**src/rtl/hdq_poll_sequencer.sv**
```systemverilog
// Periodic HDQ gauge poller: sweeps REG_LIST as lo/hi byte reads through hdq_interface
// and keeps a result file of assembled 16-bit words with per-entry valid bits.
module hdq_poll_sequencer #(
    parameter int                    NUM_REGS       = 4,
    parameter logic [8*NUM_REGS-1:0] REG_LIST       = {8'h2C, 8'h14, 8'h08, 8'h06},
    parameter int                    POLL_INTERVAL  = 50_000_000,
    parameter int                    TIMEOUT_CYCLES = 5_000_000,
    parameter int                    GAP_CYCLES     = 10_000
) (
    input  logic                clk,
    input  logic                rst,
    input  logic                enable,
    input  logic                poll_now,
    output logic                hdq_start,
    output logic [7:0]          hdq_addr,
    input  logic                hdq_done,
    input  logic [7:0]          hdq_data,
    input  logic [2:0]          rd_idx,
    output logic [15:0]         rd_data,
    output logic [NUM_REGS-1:0] valid,
    output logic                word_valid,
    output logic [2:0]          word_idx,
    output logic [15:0]         word_data,
    output logic                busy,
    output logic                sweep_done,
    output logic                err_timeout
);

    localparam int         PW       = $clog2(POLL_INTERVAL + 1);
    localparam int         TW       = $clog2(TIMEOUT_CYCLES + 1);
    localparam int         GW       = $clog2(GAP_CYCLES + 1);
    localparam logic [2:0] LAST_IDX = 3'(NUM_REGS - 1);

    typedef enum logic [2:0] {
        S_IDLE  = 3'd0,
        S_ISSUE = 3'd1,
        S_WAIT  = 3'd2,
        S_GAP   = 3'd3,
        S_STORE = 3'd4
    } state_t;

    function automatic logic [7:0] reg_cmd(input logic [2:0] i);
        logic [7:0] c;
        c = 8'h00;
        for (int k = 0; k < NUM_REGS; k++) begin
            if (i == 3'(k)) begin
                c = REG_LIST[8*k +: 8];
            end
        end
        return c;
    endfunction

    state_t              state_q, state_d;
    logic [2:0]          idx_q, idx_d;
    logic                byte_hi_q, byte_hi_d;
    logic [7:0]          lo_q, lo_d, hi_q, hi_d;
    logic                timed_out_q, timed_out_d;
    logic                abort_q, abort_d;
    logic                pending_q, pending_d;
    logic                enable_q, enable_d;
    logic                done_q, done_d;
    logic [PW-1:0]       poll_cnt_q, poll_cnt_d;
    logic [TW-1:0]       to_cnt_q, to_cnt_d;
    logic [GW-1:0]       gap_cnt_q, gap_cnt_d;
    logic                hdq_start_q, hdq_start_d;
    logic [7:0]          hdq_addr_q, hdq_addr_d;
    logic [15:0]         mem_q [NUM_REGS];
    logic [15:0]         mem_d [NUM_REGS];
    logic [NUM_REGS-1:0] valid_q, valid_d;
    logic                word_valid_q, word_valid_d;
    logic [2:0]          word_idx_q, word_idx_d;
    logic [15:0]         word_data_q, word_data_d;
    logic                busy_q, busy_d;
    logic                sweep_done_q, sweep_done_d;
    logic                err_timeout_q, err_timeout_d;

    logic                done_edge_s;
    logic                trigger_s;
    logic                advance_s;
    logic [7:0]          sum_s;

    // Next-state, datapath and output computation
    always_comb begin
        state_d       = state_q;
        idx_d         = idx_q;
        byte_hi_d     = byte_hi_q;
        lo_d          = lo_q;
        hi_d          = hi_q;
        timed_out_d   = timed_out_q;
        abort_d       = abort_q;
        pending_d     = pending_q;
        enable_d      = enable;
        done_d        = hdq_done;
        poll_cnt_d    = poll_cnt_q;
        to_cnt_d      = to_cnt_q;
        gap_cnt_d     = gap_cnt_q;
        hdq_start_d   = hdq_start_q;
        hdq_addr_d    = hdq_addr_q;
        mem_d         = mem_q;
        valid_d       = valid_q;
        word_valid_d  = 1'b0;
        word_idx_d    = word_idx_q;
        word_data_d   = word_data_q;
        busy_d        = busy_q;
        sweep_done_d  = 1'b0;
        err_timeout_d = 1'b0;
        advance_s     = 1'b0;
        done_edge_s   = hdq_done & ~done_q;
        trigger_s     = poll_now | pending_q |
                        (enable & (poll_cnt_q == PW'(POLL_INTERVAL - 1)));
        sum_s         = reg_cmd(idx_q) + {7'b0000000, byte_hi_q};

        // Only a falling enable aborts, so a poll_now sweep run with enable=0 completes
        if (state_q != S_IDLE) begin
            if (enable_q && !enable) begin
                abort_d = 1'b1;
            end else begin
                abort_d = abort_q;
            end
            if (poll_now) begin
                pending_d = 1'b1;
            end else begin
                pending_d = pending_q;
            end
        end else begin
            abort_d = 1'b0;
        end

        case (state_q)
            S_IDLE: begin
                if (trigger_s) begin
                    state_d     = S_ISSUE;
                    idx_d       = 3'd0;
                    byte_hi_d   = 1'b0;
                    timed_out_d = 1'b0;
                    pending_d   = 1'b0;
                    poll_cnt_d  = '0;
                    busy_d      = 1'b1;
                end else if (enable) begin
                    poll_cnt_d = poll_cnt_q + PW'(1);
                end else begin
                    poll_cnt_d = '0;
                end
            end
            S_ISSUE: begin
                hdq_addr_d  = sum_s & 8'h7F;
                hdq_start_d = 1'b1;
                to_cnt_d    = '0;
                state_d     = S_WAIT;
            end
            S_WAIT: begin
                // Done wins over a timeout landing on the same cycle
                if (done_edge_s) begin
                    if (byte_hi_q) begin
                        hi_d = hdq_data;
                    end else begin
                        lo_d = hdq_data;
                    end
                    hdq_start_d = 1'b0;
                    gap_cnt_d   = '0;
                    state_d     = S_GAP;
                end else if (to_cnt_q == TW'(TIMEOUT_CYCLES - 1)) begin
                    hdq_start_d   = 1'b0;
                    err_timeout_d = 1'b1;
                    timed_out_d   = 1'b1;
                    for (int k = 0; k < NUM_REGS; k++) begin
                        if (idx_q == 3'(k)) begin
                            valid_d[k] = 1'b0;
                        end
                    end
                    gap_cnt_d = '0;
                    state_d   = S_GAP;
                end else begin
                    to_cnt_d = to_cnt_q + TW'(1);
                end
            end
            S_GAP: begin
                if (gap_cnt_q == GW'(GAP_CYCLES - 1)) begin
                    if (abort_q) begin
                        abort_d = 1'b0;
                        busy_d  = 1'b0;
                        state_d = S_IDLE;
                    end else if (timed_out_q) begin
                        advance_s = 1'b1;
                    end else if (!byte_hi_q) begin
                        byte_hi_d = 1'b1;
                        state_d   = S_ISSUE;
                    end else begin
                        // Word is written whole here so the file never holds half a reading
                        for (int k = 0; k < NUM_REGS; k++) begin
                            if (idx_q == 3'(k)) begin
                                mem_d[k]   = {hi_q, lo_q};
                                valid_d[k] = 1'b1;
                            end
                        end
                        word_valid_d = 1'b1;
                        word_idx_d   = idx_q;
                        word_data_d  = {hi_q, lo_q};
                        state_d      = S_STORE;
                    end
                end else begin
                    gap_cnt_d = gap_cnt_q + GW'(1);
                end
            end
            S_STORE: begin
                advance_s = 1'b1;
            end
            default: begin
                hdq_start_d = 1'b0;
                busy_d      = 1'b0;
                state_d     = S_IDLE;
            end
        endcase

        if (advance_s) begin
            byte_hi_d   = 1'b0;
            timed_out_d = 1'b0;
            if (idx_q == LAST_IDX) begin
                sweep_done_d = 1'b1;
                busy_d       = 1'b0;
                state_d      = S_IDLE;
            end else begin
                idx_d   = idx_q + 3'd1;
                state_d = S_ISSUE;
            end
        end else begin
            byte_hi_d = byte_hi_d;
        end
    end

    // State and output registers with synchronous active-low reset
    always_ff @(posedge clk) begin
        if (!rst) begin
            state_q       <= S_IDLE;
            idx_q         <= 3'd0;
            byte_hi_q     <= 1'b0;
            lo_q          <= 8'h00;
            hi_q          <= 8'h00;
            timed_out_q   <= 1'b0;
            abort_q       <= 1'b0;
            pending_q     <= 1'b0;
            enable_q      <= 1'b0;
            done_q        <= 1'b0;
            poll_cnt_q    <= '0;
            to_cnt_q      <= '0;
            gap_cnt_q     <= '0;
            hdq_start_q   <= 1'b0;
            hdq_addr_q    <= 8'h00;
            for (int k = 0; k < NUM_REGS; k++) begin
                mem_q[k] <= 16'h0000;
            end
            valid_q       <= '0;
            word_valid_q  <= 1'b0;
            word_idx_q    <= 3'd0;
            word_data_q   <= 16'h0000;
            busy_q        <= 1'b0;
            sweep_done_q  <= 1'b0;
            err_timeout_q <= 1'b0;
        end else begin
            state_q       <= state_d;
            idx_q         <= idx_d;
            byte_hi_q     <= byte_hi_d;
            lo_q          <= lo_d;
            hi_q          <= hi_d;
            timed_out_q   <= timed_out_d;
            abort_q       <= abort_d;
            pending_q     <= pending_d;
            enable_q      <= enable_d;
            done_q        <= done_d;
            poll_cnt_q    <= poll_cnt_d;
            to_cnt_q      <= to_cnt_d;
            gap_cnt_q     <= gap_cnt_d;
            hdq_start_q   <= hdq_start_d;
            hdq_addr_q    <= hdq_addr_d;
            mem_q         <= mem_d;
            valid_q       <= valid_d;
            word_valid_q  <= word_valid_d;
            word_idx_q    <= word_idx_d;
            word_data_q   <= word_data_d;
            busy_q        <= busy_d;
            sweep_done_q  <= sweep_done_d;
            err_timeout_q <= err_timeout_d;
        end
    end

    // Result file read port; out-of-range indices read as zero
    always_comb begin
        rd_data = 16'h0000;
        for (int k = 0; k < NUM_REGS; k++) begin
            if (rd_idx == 3'(k)) begin
                rd_data = mem_q[k];
            end
        end
    end

    assign hdq_start   = hdq_start_q;
    assign hdq_addr    = hdq_addr_q;
    assign valid       = valid_q;
    assign word_valid  = word_valid_q;
    assign word_idx    = word_idx_q;
    assign word_data   = word_data_q;
    assign busy        = busy_q;
    assign sweep_done  = sweep_done_q;
    assign err_timeout = err_timeout_q;

endmodule

```
**config.mk**
```make
export PLATFORM = sky130hd
export DESIGN_NAME = hdq_poll_sequencer
export DESIGN_NICKNAME = d
export VERILOG_FILES = /design/src/rtl/hdq_poll_sequencer.sv
export SDC_FILE = /design/constraint.sdc
export NUM_CORES = 1
export LEC_CHECK = 0
export ABC_CLOCK_PERIOD_IN_PS = 5000
export BUFFER_PORTS_ARGS = -buffer_cell sky130_fd_sc_hd__buf_2
export CAP_MARGIN = 30
export CORE_MARGIN = 3
export CORE_UTILIZATION = 37
export DETAILED_ROUTE_END_ITERATION = 8
export GPL_TIMING_DRIVEN = 0
export SLEW_MARGIN = 20
export SYNTH_ARGS = -nofsm -noshare
export SYNTH_HDL_FRONTEND = slang
export SYNTH_SLANG_ARGS = --single-unit
```
**constraint.sdc**
```tcl
create_clock -name clk -period 5 [get_ports clk]
set_clock_uncertainty 0.05 [all_clocks]
set_input_delay 1 -clock clk [delete_from_list [all_inputs] [get_ports clk]]
set_output_delay 1 -clock clk [all_outputs]
set_load 0.01 [all_outputs]
```
==> results of run 1 <==
-- final cells by class --
type,instances,area (µm²)
multi-input combinational,712,4496
tap,285,356.6
fill,2275,12800
clock buffer,17,425.4
sequential,189,3784
inverter,12,45.04
timing repair buffer,66,330.3
clock inverter,15,203.9
buffer,62,272.8
-- stage by stage --
step                      setup slack (ps)  std cells  hold slack [ps]
after CTS                            776.4       1354            407.3
final                                846.3       1358            405.9
after floorplan                       1334        975            381.5
after detailed placement             797.0       1322            395.9
after global placement               795.0       1322            389.3
after global routing                 637.5       1358            419.1
-- final timing paths --
check / slack, ps / to / cells after the start / from
setup reg to reg: 2220 / mem_q[43] / 6 / gap_cnt_q[8]
setup / recovery: 850 / rd_data[12] / 5 / rd_idx[0]
hold reg to reg: 410 / word_data[7] / 2 / word_data[7]
hold / removal: 410 / word_data[7] / 2 / word_data[7]
-- kinds of logic after synthesis --
family / synth area share [%]
other: 0.04364
buffers and inverters: 3.698
flip-flops: 44.03
AO/OA/AOI/OAI: 14.59
multiplexers: 10.48
AND/OR/NAND/NOR: 25.83
XOR/XNOR: 0.3058
adder cells (fa/ha/maj): 1.019
-- power breakdown --
part           internal [µW]  switching [µW]  total [µW]
sequential              1520            16.0        1540
combinational           63.0             156         219
clock                    695             724        1420
-- layer usage --
layer	vias to the layer above	global-route usage [%]
met3	21	3.370
met2	148	29.06
met4	0	5.203
li1	3727	-
met5	-	0
met1	3556	26.18
-- sequential cells by signal (all words and copies together), names as in the netlist, 2 cells and up, named ones only --
| signal | count |
|---|---|
| word_idx | 3 |
| idx_q | 2 |
| lo_q | 8 |
| state_q | 3 |
| hi_q | 8 |
| hdq_addr | 6 |
| word_data | 16 |
| mem_q | 64 |
| poll_cnt_q | 26 |
| valid | 4 |
| to_cnt_q | 23 |
| gap_cnt_q | 14 |
-- worst max-delay path: stages --
cell and delay [ps]:
clkbuf_1 430, buf_1 740, mux4_2 590, nor2b_1 160, buf_2 170
-- cell usage in the layout (no fill, tap or decap), types with 7 or more instances in the layout --
master and count:
ha_1 7, nand2_1 147, a31oi_1 18, a21oi_1 68
clkbuf_1 40, or4_1 19, nand4_1 19, inv_1 11
clkbuf_16 17, mux2i_1 54, and3_1 10, o21ai_0 53
mux4_2 16, or3_1 16, o31ai_1 20, dfxtp_1 189
nor2b_1 25, and4_1 7, buf_2 74, nor2_1 48
nor3_1 10, nand3_1 68, nand2b_1 11
-- synthesized netlist by cell type (all sizes together), types with 7 or more instances --
cell,n
dfxtp,189
nand2,147
nand3,69
a21oi,68
mux2i,54
o21ai,53
nor2,50
clkbuf,40
nor2b,25
buf,22
o31ai,20
nand4,19
or4,19
a31oi,18
mux4,16
or3,16
nor3,12
inv,11
nand2b,11
and3,10
nor4,8
and4,7
ha,7
==> flow_summary.json, run 1 <==
{
  "outcome": "finished, final reports clean",
  "stdcell_area_um2": 9913,
  "overflow": 0,
  "max_freq_ghz": 0.2407,
  "slew_headroom_pct": 38.19,
  "cellPowerDensity_nw_per_um2": 320.1,
  "clock_sinks": 189,
  "end_kind": "output port",
  "clockRootBuffer": "clkbuf_16",
  "leakagePower_uw": 0.003436,
  "wl_met1_mm": 11.03,
  "grt_pass1_vias": 6840,
  "hold_violations": 0,
  "cts_max_level": 4,
  "yosys.area.top_type": "dfxtp_1",
  "fin_crit_ps": 4154,
  "rsz0062_at_grt": "no",
  "track_usage_pct": 18.50,
  "async_flop_share_pct": 0,
  "syn_area_um2": 8593,
  "crit_type": "input pin to output port",
  "antenna_cells": 0,
  "synth_cell_type_count": 69,
  "drc": 0,
  "start_kind": "input pin",
  "row_count": 55,
  "routedWlPerCell_um": 16.96,
  "syn_inst": 974,
  "required_ps": 3950,
  "synth-edff-count": 0,
  "period_share_pct": 83.07,
  "place_area_um2": 9264,
  "dr.pass1.iters": 5,
  "finalWirelength_mm": 23.04,
  "hold_buffers": 0,
  "synth_seq_area_share_pct": 44.03,
  "drive_gt1_share_pct": 13.89,
  "worstPathArrival_ps": 3100,
  "ys_warn_count": 0,
  "cts_buffers": 17,
  "io-pin-count": 68,
  "path_clk_slew_ps": 80,
  "utilization_pct": 43.65,
  "path_max_fanout": 10,
  "core-area_um2": 22710,
  "maxSlewViolCount": 0,
  "p_total_uw": 3174,
  "maxCapViolCount": 0,
  "fin_setup_tns_ps": 0,
  "cts_resized": 0,
  "clockBufferDepth": 2,
  "routabilityCongestion": 0.8669,
  "synth_top_area_share_pct": 44.03,
  "top_layer_used": "met4",
  "start_util_pct": 37.84,
  "die_area_um2": 25090,
  "finalNetCount": 1083,
  "hold_class": "flop to flop",
  "ir_drop_mv": 0.1930,
  "drtIter0Drc": 490,
  "grt_start_max_net_pins": 23,
  "die-height_um": 158.4,
  "antenna_found_initial": 0,
  "vias": 7452,
  "die_w_um": 158.4,
  "hpwl_mm": 16.56,
  "cts_tree": "built",
  "detail-route-antenna-nets": 0,
  "ys.flop_type": "dfxtp_1",
  "syn_avg_cell_area_um2": 8.823,
  "met3_length_um": 924,
  "clk_latency_ps": 440,
  "synth_area_leaders": "dfxtp_1 44%, nand2_1 6.4%, mux2i_1 6.3%, mux4_2 4.2%, a21oi_1 4.0%",
  "area_growth_pct": 15.36,
  "finalSetupViolCount": 0,
  "dr_wl_met2_mm": 10.72,
  "grt_pass1_wl_mm": 37.03,
  "numPortBuffers": 62,
  "post_cts_buffers": 0,
  "viasPerCell": 5.487,
  "synth_seq_cells": 189,
  "tightest_slew_ps": 915.1
}
No activity file was read; power rests on OpenSTA's default activity.
==> run 2: changes to the inputs <==
Settings changed: ABC_AREA set to 1, ABC_CLOCK_PERIOD_IN_PS 5000 to 3500.
Clock period 5 ns to 3.5 ns, I/O delays scaled along.
==> flow_summary.json, run 2 <==
{
  "outcome": "finished, final reports clean",
  "synth_seq_cells": 189,
  "syn_inst": 1365,
  "synth-edff-count": 0,
  "clock_sinks": 189,
  "grt_pass1_vias": 8280,
  "track_usage_pct": 20.28,
  "fin_crit_ps": 3279,
  "leakagePower_uw": 0.004051,
  "r2r-end": "mem_q[0]",
  "worstPathArrival_ps": 2530,
  "detail-route-antenna-nets": 0,
  "finalSetupViolCount": 0,
  "end_kind": "output port",
  "fin_setup_tns_ps": 0,
  "r2r_start": "idx_q[1]",
  "finalNetCount": 1472,
  "ys.flop_type": "dfxtp_1",
  "antenna_found_initial": 0,
  "rrSetupSlack_ps": 1050,
  "area_growth_pct": 14.95,
  "start_kind": "input pin",
  "maxSlewViolCount": 0,
  "period_share_pct": 93.68,
  "top_regs": "mem_q x64, poll_cnt_q x26, to_cnt_q x23",
  "hold_violations": 0,
  "drive_gt1_share_pct": 10.12,
  "clk_latency_ps": 450,
  "hold_start": "word_data[9]",
  "rsz0062_at_grt": "no",
  "p_total_uw": 5362,
  "drtIter0Drc": 676,
  "max_freq_ghz": 0.3050,
  "die-height_um": 164.1,
  "io-pin-count": 68,
  "synth_area_leaders": "dfxtp_1 41%, nand2_1 15%, nor2_1 8.4%, a21oi_1 7.0%, inv_1 4.3%",
  "grt_pass1_wl_mm": 43.44,
  "cts_buffers": 17,
  "yosys.area.top_type": "dfxtp_1",
  "syn_area_um2": 9246,
  "crit_type": "input pin to output port",
  "slew_headroom_pct": 37.74,
  "synth_commonest_cells": "366 x nand2_1, 206 x nor2_1, 189 x dfxtp_1",
  "cts_tree": "built",
  "antenna_cells": 0,
  "required_ps": 2750,
  "syn_avg_cell_area_um2": 6.774,
  "routedWlPerCell_um": 15.09,
  "row_count": 57,
  "core-area_um2": 24460,
  "overflow": 0,
  "clockBufferDepth": 2,
  "routabilityCongestion": 0.9009,
  "largest_reg_flops": 64,
  "drc": 0,
  "hold_class": "flop to flop",
  "ys_warn_count": 0,
  "async_flop_share_pct": 0,
  "dr.pass1.iters": 5,
  "ir_drop_mv": 0.2630,
  "cts_max_level": 4,
  "die_w_um": 164.1,
  "regMostFlops": "mem_q",
  "nFillCells": 2577,
  "min_path_cells": 2,
  "vias": 8996,
  "startpoint": "rd_idx[2]",
  "die_area_um2": 26920,
  "path_max_fanout": 10,
  "hpwl_mm": 20.11,
  "synth_seq_area_share_pct": 40.92,
  "finalWirelength_mm": 26.95,
  "maxCapViolCount": 0,
  "numPortBuffers": 64,
  "clockRootBuffer": "clkbuf_16",
  "start_util_pct": 37.80,
  "yosysMostFrequentCell": "nand2_1",
  "viasPerCell": 5.037,
  "grt_start_max_net_pins": 25,
  "cellPowerDensity_nw_per_um2": 504.4,
  "ff2ff_path_depth": 7,
  "synth_cell_type_count": 37,
  "tightest_slew_ps": 926.7,
  "path_clk_slew_ps": 80,
  "most-common-layout-cells": "366 x nand2_1, 205 x nor2_1, 189 x dfxtp_1",
  "synth_top_area_share_pct": 40.92,
  "crit_end": "rd_data[13]",
  "final_common_cell": "nand2_1"
}
-- run 2: cell count changes in the layout (fill, tap and decap cells not counted), sizes merged, moves of 19 or more --
cell / previous run / this run
a21oi: 68 / 130
inv: 20 / 123
mux2i: 54 / 0
nand2: 147 / 368
nor2: 50 / 219
nor2b: 25 / 0
o21ai: 53 / 80
or4: 19 / 0
xor2: 1 / 26
-- run 2: power breakdown --
group	total, µW	internal [µW]	switching [µW]
clock network	2120	1020	1100
registers	2330	2250	86.0
logic	913	247	666
-- run 2: area by class of cell --
cell class | instances | area, µm² | share of cell area (%)
flip-flops and latches | 189 | 3784 | 35.60
repair buffers | 64 | 320.3 | 3.014
clock inverters | 15 | 225.2 | 2.119
multi-input cells | 1010 | 4785 | 45.01
clock buffers | 17 | 425.4 | 4.002
plain buffers | 52 | 252.7 | 2.378
well taps | 324 | 405.4 | 3.814
inverters | 115 | 431.7 | 4.061
-- run 2: layer usage --
layer	up-vias	global-route usage (%)	part of all wire, %	wire length (µm)
li1	4607	-	-	-
met1	4150	29.26	49	13220
met2	212	31.02	45	12040
met3	27	3.657	4.8	1296
met4	0	5.652	1.5	391
met5	-	0	0	0
-- run 2: how the worst min path moves through the flow --
stage                     slack [ps]           end
after floorplan                  390     mem_q[55]
after detailed placement         400  word_data[3]
final                            410  word_data[9]
after global placement           400     mem_q[41]
after CTS                        410        done_q
after global routing             430        done_q
-- run 2: kinds of logic (layout without fill, tap and decap cells) --
logic type | Yosys count | count (layout) | synth area share, %
xor gates and xnor gates | 34 | 34 | 3.221
AOI/OAI and AO/OA | 257 | 257 | 15.41
and+or+nand+nor | 710 | 710 | 32.06
DFF | 189 | 189 | 40.92
buffers and inverters | 167 | 263 | 7.402
adders and majority gates | 7 | 7 | 0.9472
other | 1 | 2 | 0.04056
-- run 2: worst max-delay path: stages --
cell      delay, ps
buf_2           120
nor3_1          710
clkbuf_1        450
a221oi_1        150
o21ai_0         230
buf_2           170
-- run 2: repair_timing --
action | in CTS | in global routing
setup endpoints to repair | 0 | 10
gates resized for setup | 0 | 1
buffers inserted | 0 | 0
hold buffers | 0 | 0
endpoints found under the hold margin | 0 | 0
-- run 2: metrics by stage --
step	setup WS (ps)	hold slack, ps	area, µm²	util (%)	cells
after floorplan	810.0	390.4	9250	-	1366
after global placement	137.1	397.3	9976	40.78	1754
after detailed placement	134.1	399.0	9976	40.78	1754
after CTS	132.0	411.5	10630	43.44	1786
after global routing	108.8	431.5	10630	43.45	1786
final	221.3	412.7	10630	43.45	1786
==> run 3: changes to the inputs <==
Settings changed: MAX_ROUTING_LAYER set to met4, REMOVE_ABC_BUFFERS set to 1.
==> flow_summary.json, run 3 (synthesis results as in run 2) <==
{
  "outcome": "finished, final reports clean",
  "start_kind": "input pin",
  "dp.cells": 1711,
  "slowest_delay_ps": 440,
  "area_growth_pct": 14.06,
  "cp_cell_sequence": "buf_2, nor2_4, nand2_4, clkinvlp_4, a221oi_1, o21ai_0, buf_2",
  "io-pin-count": 68,
  "drtIter0Drc": 641,
  "die-height_um": 164.1,
  "path_buf_inv": 3,
  "critPathTopFamily": "simple AND/OR/NAND/NOR gates",
  "regMostFlops": "mem_q",
  "clk_latency_ps": 440,
  "rsz0062_at_grt": "no",
  "nFillCells": 2545,
  "worstPathArrival_ps": 2600,
  "utilization_pct": 43.11,
  "largest_reg_flops": 64,
  "seqPwrFrac_pct": 44.9,
  "core-area_um2": 24460,
  "hpwl_mm": 17.28,
  "numPortBuffers": 65,
  "end_kind": "output port",
  "cts_buffers": 17,
  "routedWlPerCell_um": 14.26,
  "antenna_found_initial": 0,
  "crit_slowest_cell": "nor2_4",
  "p_int_uw": 3455,
  "fin_setup_tns_ps": 0,
  "hold_class": "input pin to flop",
  "clock_sinks": 189,
  "grt_pass1_wl_mm": 40.85,
  "post_cts_buffers": 0,
  "die_area_um2": 26920,
  "drive_gt1_share_pct": 10.15,
  "max_freq_ghz": 0.2986,
  "cellPowerDensity_nw_per_um2": 494.0,
  "crit_type": "input pin to output port",
  "maxSlewViolCount": 0,
  "path_clk_slew_ps": 80,
  "fin_crit_ps": 3349,
  "detail-route-antenna-nets": 0,
  "period_share_pct": 95.70,
  "clockRootBuffer": "clkbuf_16",
  "drc": 0,
  "p_sw_uw": 1755,
  "cts_max_level": 4,
  "row_count": 57,
  "die_w_um": 164.1,
  "viasPerCell": 5.014,
  "path_max_fanout": 17,
  "leakagePower_uw": 0.003987,
  "dr.pass1.iters": 5,
  "cts_tree": "built",
  "slew_headroom_pct": 45.54,
  "hold_buffers": 0,
  "start_util_pct": 37.80,
  "setup_ws_ps": 150.6,
  "top_regs": "mem_q x64, poll_cnt_q x26, to_cnt_q x23",
  "tightest_slew_ps": 812.5,
  "ir_drop_mv": 0.2570,
  "place_area_um2": 9896,
  "clockBufferDepth": 2,
  "hold_violations": 0,
  "most-common-layout-cells": "365 x nand2_1, 202 x nor2_1, 189 x dfxtp_1",
  "track_usage_pct": 19.23,
  "maxCapViolCount": 0,
  "required_ps": 2750,
  "p_comb_share_pct": 16.0,
  "vias": 8739,
  "cpMostUsedCell": "buf_2",
  "stdcell_area_um2": 10550,
  "routabilityCongestion": 0.9013,
  "finalSetupViolCount": 0,
  "grt_start_max_net_pins": 74,
  "antenna_cells": 0,
  "fin_cells": 1743,
  "pwr-share-clk_pct": 39.1,
  "final_common_cell": "nand2_1",
  "grt_pass1_vias": 8011,
  "overflow": 0,
  "sw_frac_of_total_pct": 33.68,
  "finalNetCount": 1429,
  "finalWirelength_mm": 24.86,
  "pre_cts_slack_ps": -966.7
}
## run 3: changes by cell type in the layout (fill, tap and decap cells not counted), sizes merged
cell      previous run  this run
inv                123       122
clkbuf              48        17
clkinvlp             0         1
buf                 85        73
## run 3: final timing paths
kind,from,to,slack [ps],cells after the start
min,hdq_done,done_q,400,3
min reg2reg,word_data[1],word_data[1],410,2
max,rd_idx[2],rd_data[15],150,7
max reg2reg,state_q[0],mem_q[31],590,9
## run 3: area by class of cell
cell class / count / area (µm²) / share of cell area (%)
Multi-Input combinational cell: 1010 / 4831 / 45.81
Sequential cell: 189 / 3784 / 35.88
Timing Repair Buffer: 73 / 461.7 / 4.378
Inverter: 115 / 437.9 / 4.152
Clock buffer: 17 / 425.4 / 4.034
Tap cell: 324 / 405.4 / 3.844
Clock inverter: 15 / 201.4 / 1.910
## run 3: per-layer routing
metal | vias up | part of all wire, % | GRT usage [%]
met5 | - | 0 | -
met3 | 22 | 4.6 | 3.304
li1 | 4518 | - | -
met4 | 0 | 1.1 | 4.844
met2 | 182 | 46 | 29.99
met1 | 4017 | 49 | 26.00
## run 3: timing repair
action                     in CTS  in global routing
setup endpoints to repair      16                  2
resized for setup               4                  1
cloned                          0                  0
## run 3: per-stage QoR
step           total power [µW]  hold slack (ps)
6_report                   5210            396.8
5_1_grt                    5446            394.2
4_1_cts                    5246            380.1
3_5_place_dp               3219            401.9
3_3_place_gp               3178            397.1
2_1_floorplan              2883            390.7
## run 3: tightest hold or removal path, cell delays in order
cell,delay (ps)
buf_2,90
nand2_1,40
inv_1,40
## run 3: power by group through the flow
| stage | logic [µW] | clock network (µW) | registers (µW) |
|---|---|---|---|
| 2_1_floorplan | 505 | 0 | 2380 |
| 3_3_place_gp | 794 | 0 | 2380 |
| 3_5_place_dp | 831 | 0 | 2390 |
| 4_1_cts | 835 | 2070 | 2340 |
| 5_1_grt | 937 | 2150 | 2350 |
| 6_report | 831 | 2040 | 2340 |
